**config.mk**
```make
export PLATFORM = sky130hd
export DESIGN_NAME = dram_refresh_ctrl
export DESIGN_NICKNAME = d
export VERILOG_FILES = /design/src/rtl/dram_refresh_ctrl.sv
export SDC_FILE = /design/constraint.sdc
export NUM_CORES = 1
export LEC_CHECK = 0
export CORE_AREA = 2 2 66 68
export DETAILED_ROUTE_END_ITERATION = 8
export DIE_AREA = 0 0 68 70
export GPL_TIMING_DRIVEN = 0
export PLACE_DENSITY = 0.76
export SLEW_MARGIN = 20
export SYNTH_ARGS = -nofsm -noshare
export SYNTH_HDL_FRONTEND = slang
export SYNTH_SLANG_ARGS = --single-unit
export TNS_END_PERCENT = 1
```
**constraint.sdc**
```tcl
create_clock -name CLK -period 3.5 [get_ports CLK]
set_input_delay 1.05 -clock CLK [delete_from_list [all_inputs] [get_ports CLK]]
set_output_delay 1.05 -clock CLK [all_outputs]
set_load 0.05 [all_outputs]
```
**src/rtl/dram_refresh_ctrl.sv**
```systemverilog
// -----------------------------------------------------------------------------
// dram_refresh_ctrl
//
// Periodic DDR4 refresh scheduler placed directly upstream of dram_command.
// Counts tREFI intervals, accumulates owed refreshes (up to the DDR4 8-deep
// postpone window plus one), and raises REFRESH when the scheduler is idle or
// when the owed count has become urgent. After each accepted REF command it
// holds ref_blocking for tRFC cycles so the scheduler keeps the bus quiet.
//
// Ports:
//   CLK           in   system clock, all logic on posedge
//   nRST          in   asynchronous active-low reset
//   init_done     in   DRAM init complete; refresh tracking runs only while high
//   dram_busy     in   scheduler has a read/write in flight
//   ref_ack       in   one-cycle pulse: REF command issued on the DDR4 bus
//   REFRESH       out  refresh request to dram_command
//   ref_urgent    out  owed count >= MAX_POSTPONE; scheduler must stop new work
//   ref_blocking  out  high for tRFC cycles after each accepted ref_ack
//   pending_cnt   out  owed refreshes, 0..MAX_POSTPONE+1
//   ref_overflow  out  sticky: a tick arrived with the owed count already full
// -----------------------------------------------------------------------------
module dram_refresh_ctrl #(
  parameter int unsigned TREFI_CYC    = 6240,
  parameter int unsigned TRFC_CYC     = 280,
  parameter int unsigned MAX_POSTPONE = 8,
  parameter int unsigned CNT_W        = 16
) (
  input  logic       CLK,
  input  logic       nRST,
  input  logic       init_done,
  input  logic       dram_busy,
  input  logic       ref_ack,
  output logic       REFRESH,
  output logic       ref_urgent,
  output logic       ref_blocking,
  output logic [3:0] pending_cnt,
  output logic       ref_overflow
);

  localparam logic [CNT_W-1:0] IVL_LAST = CNT_W'(TREFI_CYC - 1);
  localparam logic [CNT_W-1:0] RFC_LOAD = CNT_W'(TRFC_CYC - 1);
  localparam logic [3:0]       PEND_URG = 4'(MAX_POSTPONE);
  localparam logic [3:0]       PEND_MAX = 4'(MAX_POSTPONE + 1);

  typedef enum logic [1:0] {
    IDLE     = 2'd0,
    REQ      = 2'd1,
    WAIT_RFC = 2'd2
  } state_t;

  state_t           state, state_nxt;
  logic [CNT_W-1:0] ivl_cnt, ivl_nxt;
  logic [CNT_W-1:0] rfc_cnt, rfc_nxt;
  logic [3:0]       pending, pending_nxt;
  logic             ovf, ovf_nxt;
  logic             tick;
  logic             ack_acc;

  // Owed-refresh update: add one per tick, remove one per accepted ack, and
  // clamp into 0..MAX_POSTPONE+1. The signed intermediate keeps the
  // underflow case explicit even though an ack is only accepted with a
  // nonzero count.
  function automatic logic [3:0] sat_pending(input logic [3:0] cur,
                                             input logic       inc,
                                             input logic       dec);
    logic signed [5:0] sum;
    sum = $signed({2'b00, cur}) + $signed({5'b00000, inc})
        - $signed({5'b00000, dec});
    if (sum > $signed({2'b00, PEND_MAX})) begin
      return PEND_MAX;
    end
    if (sum < 6'sd0) begin
      return 4'd0;
    end
    return sum[3:0];
  endfunction

  // Interval counter: one-cycle tick on the last count of each tREFI window,
  // so the first tick lands TREFI_CYC cycles after init_done rises.
  assign tick    = init_done && (ivl_cnt == IVL_LAST);
  assign ack_acc = (state == REQ) && ref_ack;

  always_comb begin
    ivl_nxt = ivl_cnt + 1'b1;
    if (!init_done || tick) begin
      ivl_nxt = '0;
    end
  end

  always_comb begin
    pending_nxt = sat_pending(pending, tick, ack_acc);
    if (!init_done) begin
      pending_nxt = 4'd0;
    end
  end

  // Overflow is sticky across init_done drops; only nRST clears it.
  assign ovf_nxt = ovf || (tick && (pending == PEND_MAX));

  // Next-state and output decode
  always_comb begin
    state_nxt    = state;
    rfc_nxt      = rfc_cnt;
    REFRESH      = 1'b0;
    ref_blocking = 1'b0;
    ref_urgent   = (pending >= PEND_URG);
    pending_cnt  = pending;
    ref_overflow = ovf;

    unique case (state)
      IDLE: begin
        if ((pending != 4'd0) && (!dram_busy || ref_urgent)) begin
          state_nxt = REQ;
        end
      end
      REQ: begin
        REFRESH = 1'b1;
        // Held until acknowledged regardless of dram_busy: once the request
        // is on the wire dram_command owns the decision.
        if (ref_ack) begin
          state_nxt = WAIT_RFC;
          rfc_nxt   = RFC_LOAD;
        end
      end
      WAIT_RFC: begin
        ref_blocking = 1'b1;
        // Always leave through IDLE, guaranteeing one idle cycle between
        // back-to-back refresh requests.
        if (rfc_cnt == '0) begin
          state_nxt = IDLE;
        end else begin
          rfc_nxt = rfc_cnt - 1'b1;
        end
      end
      default: begin
        state_nxt = IDLE;
      end
    endcase

    if (!init_done) begin
      state_nxt = IDLE;
      rfc_nxt   = '0;
    end
  end

  always_ff @(posedge CLK or negedge nRST) begin
    if (!nRST) begin
      state   <= IDLE;
      ivl_cnt <= '0;
      rfc_cnt <= '0;
      pending <= 4'd0;
      ovf     <= 1'b0;
    end else begin
      state   <= state_nxt;
      ivl_cnt <= ivl_nxt;
      rfc_cnt <= rfc_nxt;
      pending <= pending_nxt;
      ovf     <= ovf_nxt;
    end
  end

endmodule

```
==> reports/results.tsv <==
metric	value	unit
first-pass GRT wire length	8031	um
#FFs+latches synth	39	
Syn. warnings	0	
HPWL after detailed placement	3278	um
DR WL/cell	14.83	um
clk_lat worst skew	0.29	ns
slew margin rel.	62.88	%
worst-case reg-to-reg path depth	12	
clock skew	0.005910	ns
core area	4144	um^2
syn_area_per_cell	9.653	um^2
sequential fraction of the synthesis area	43.02	%
dpl cells	300	
Vias/cell	5.951	
postcts setup bufs	0	
final wirelength	4538	um
flop2flop setup slack	0.22	ns
EDFF count, synth	0	
vias	1821	
Synth async-reset ratio	100.0	%
Total GRT Usage	22.08	%
f_max	296.7	MHz
drt pass-1 iters	4	
setup_tns	0	ns
Slowest-stage cell, CP	clkdlybuf4s50_1	
drc violations	0	
WHS Path Cells	1	
final hold vios	0	
Reg clk slew, reported paths	0.07	ns
Longest Clk Path Bufs	2	
register area	975.9	um^2
outcome	complete, no violations	
Bufs and invs on worst path	2	
worst r2r dst	pending_cnt[0]	
delay-heaviest family, CP	buffers and inverters	
syn nets	250	
largest net degree at the start of global routing	21	
Final period util	96.29	%
Starting Density	54.74	%
Hold Path Class	flop to flop	
Worst Path Required	2.45	ns
ANT nets after route	0	
CP Class	flop to primary output	
most frequent cell after synthesis	dfrtp_1	
Die Y-Extent	70	um
number of port buffers	12	
Synth cell types	50	
Max Slew Vio Count	0	
DRT iter0 DRCs	124	
# nets final	270	
CTS H-tree lvls	2	
pwr dens	723.1	nW/um^2
# fillers	347	
Post-Syn Instances	235	
die footprint	4760	um^2
I/O pins	13	
startpoint types	flop	
Sink Count	39	
worst vdd ir	0.0006953	V
cts hold-fix bufs	0	
max cap viols	0	
die width	68	um
Crit Path Max Fanout	3	
largest cells by area after synthesis	dfrtp_1 (43%), ha_1 (5.0%), a21oi_1 (3.8%)	
Setup Viol. Count Final	0	
Num CTS Buffers	5	
row cnt	24	
Crit. End Element	primary output	
ANT cells	0	
worst slew pin tran	0.5517	ns
initial antenna violation count	0	
total grt overflow	0	
top cell type's share of synthesized area	43.02	%
area grow syn2layout	13.18	%
Post-synth top cells	dfrtp_1 (39), a21oi_1 (17), inv_1 (15), nand2_1 (14), nor2_1 (12)	
CTS tree	done	
RSZ-0062 raised after global routing	no	
hold path start	ivl_cnt[0]	
Synth Flop Type	dfrtp_1	
vias in the first global route	1747	
P_leak	1.074	nW
hold slack final	0.4968	ns
largest area contributor in the netlist	dfrtp_1	
origin of the critical flop-to-flop path	ivl_cnt[0]	
clk root buf	clkbuf_8	
share of cells above drive strength 1	10.63	%
CP arrival	2.32	ns
Slowest Stage Delay on Critical Path	0.80	ns
WP depth	5	
post-synthesis cell area	2268	um^2
routability cong.	0.8481	
Final Instance Count excl. Fillers	306	
fin util	61.96	%
multi-input combinational cell area	1236	um^2
cells along the critical path	inv_1 > ha_1 > or3b_2 > nand2_1 > clkdlybuf4s50_1	
Worst Hold Endpoint	ivl_cnt[0]	
Tmin final	3.370	ns
[routing by layer]
| layer | share of wire (%) | vias to the layer above | GRT usage [%] |
|---|---|---|---|
| met1 | 49 | 881 | 31.60 |
| met5 | 0 | - | 0 |
| met3 | 3.0 | 4 | 5.314 |
| met4 | 1.1 | 0 | 6.667 |
| li1 | - | 909 | - |
| met2 | 47 | 27 | 33.01 |
[per-stage QoR]
step,setup WS (ns),cell area (um^2),total power [mW]
finish,0.1297,2567,1.857
global route,0.007592,2567,2.000
CTS,0.1144,2554,1.836
detailed placement,-0.4597,2476,1.530
global placement,-0.4530,2454,1.520
floorplan,0.4048,2268,1.306
[power by group]
| group | internal [mW] | leakage, nW | total [mW] | switching, mW |
|---|---|---|---|---|
| clock network | 0.133 | 0.0371 | 0.282 | 0.149 |
| registers | 0.504 | 0.533 | 0.569 | 0.0644 |
| logic | 0.407 | 0.504 | 1.01 | 0.599 |
[kinds of logic after synthesis]
kind of cell,Yosys count,synth area share (%)
flops,39,43.02
buf+inv,21,3.530
compound gates,48,14.12
simple gates,99,26.48
xor+xnor,17,6.564
fa+ha+maj,10,5.847
mux,1,0.4413
[worst max path at each step]
stage	startpoint	end
finish	pending_cnt[2]	ref_urgent
global route	ivl_cnt[0]	pending_cnt[0]
CTS	pending_cnt[2]	ref_urgent
detailed placement	init_done	pending_cnt[2]
global placement	init_done	pending_cnt[0]
floorplan	init_done	pending_cnt[0]
[placed cells by master (no fill, tap or decap), types with 8 or more instances in the layout]
cell and count:
or4_1 10, dfrtp_1 39, xor2_1 8, xnor2_1 8, a21oi_1 17, nor2_1 12
nor3_1 8, ha_1 8, o31ai_1 8, nand2_1 14, clkdlybuf4s50_1 10, inv_1 15
[registers in the layout, indices dropped and copies added, names as in the netlist]
signal,count
pending_cnt,4
state,2
rfc_cnt,16
ivl_cnt,16
ref_overflow,1
[worst register-to-register path: stages (launching register included)]
cell	delay [ns]
dfrtp_1	0.39
ha_2	0.23
and4_2	0.29
nand4_1	0.15
or2_2	0.33
ha_1	0.28
inv_1	0.04
ha_1	0.19
fa_1	0.43
xor2_2	0.18
o221ai_1	0.16
a311oi_2	0.37
o311a_1	0.19
[repair_timing]
| item | in CTS | in global routing |
|---|---|---|
| gates resized for setup | 2 | 6 |
| setup endpoints to repair | 3 | 3 |
| pin swaps | 0 | 2 |
[cell type report]
type | count | area share (%)
multi-input combinational | 175 | 48.15
sequential | 39 | 38.01
timing repair buffer | 13 | 5.361
clock buffer | 6 | 2.827
tap | 52 | 2.534
inverter | 15 | 2.193
buffer | 6 | 0.9259
(Power assumes the default switching activity.)
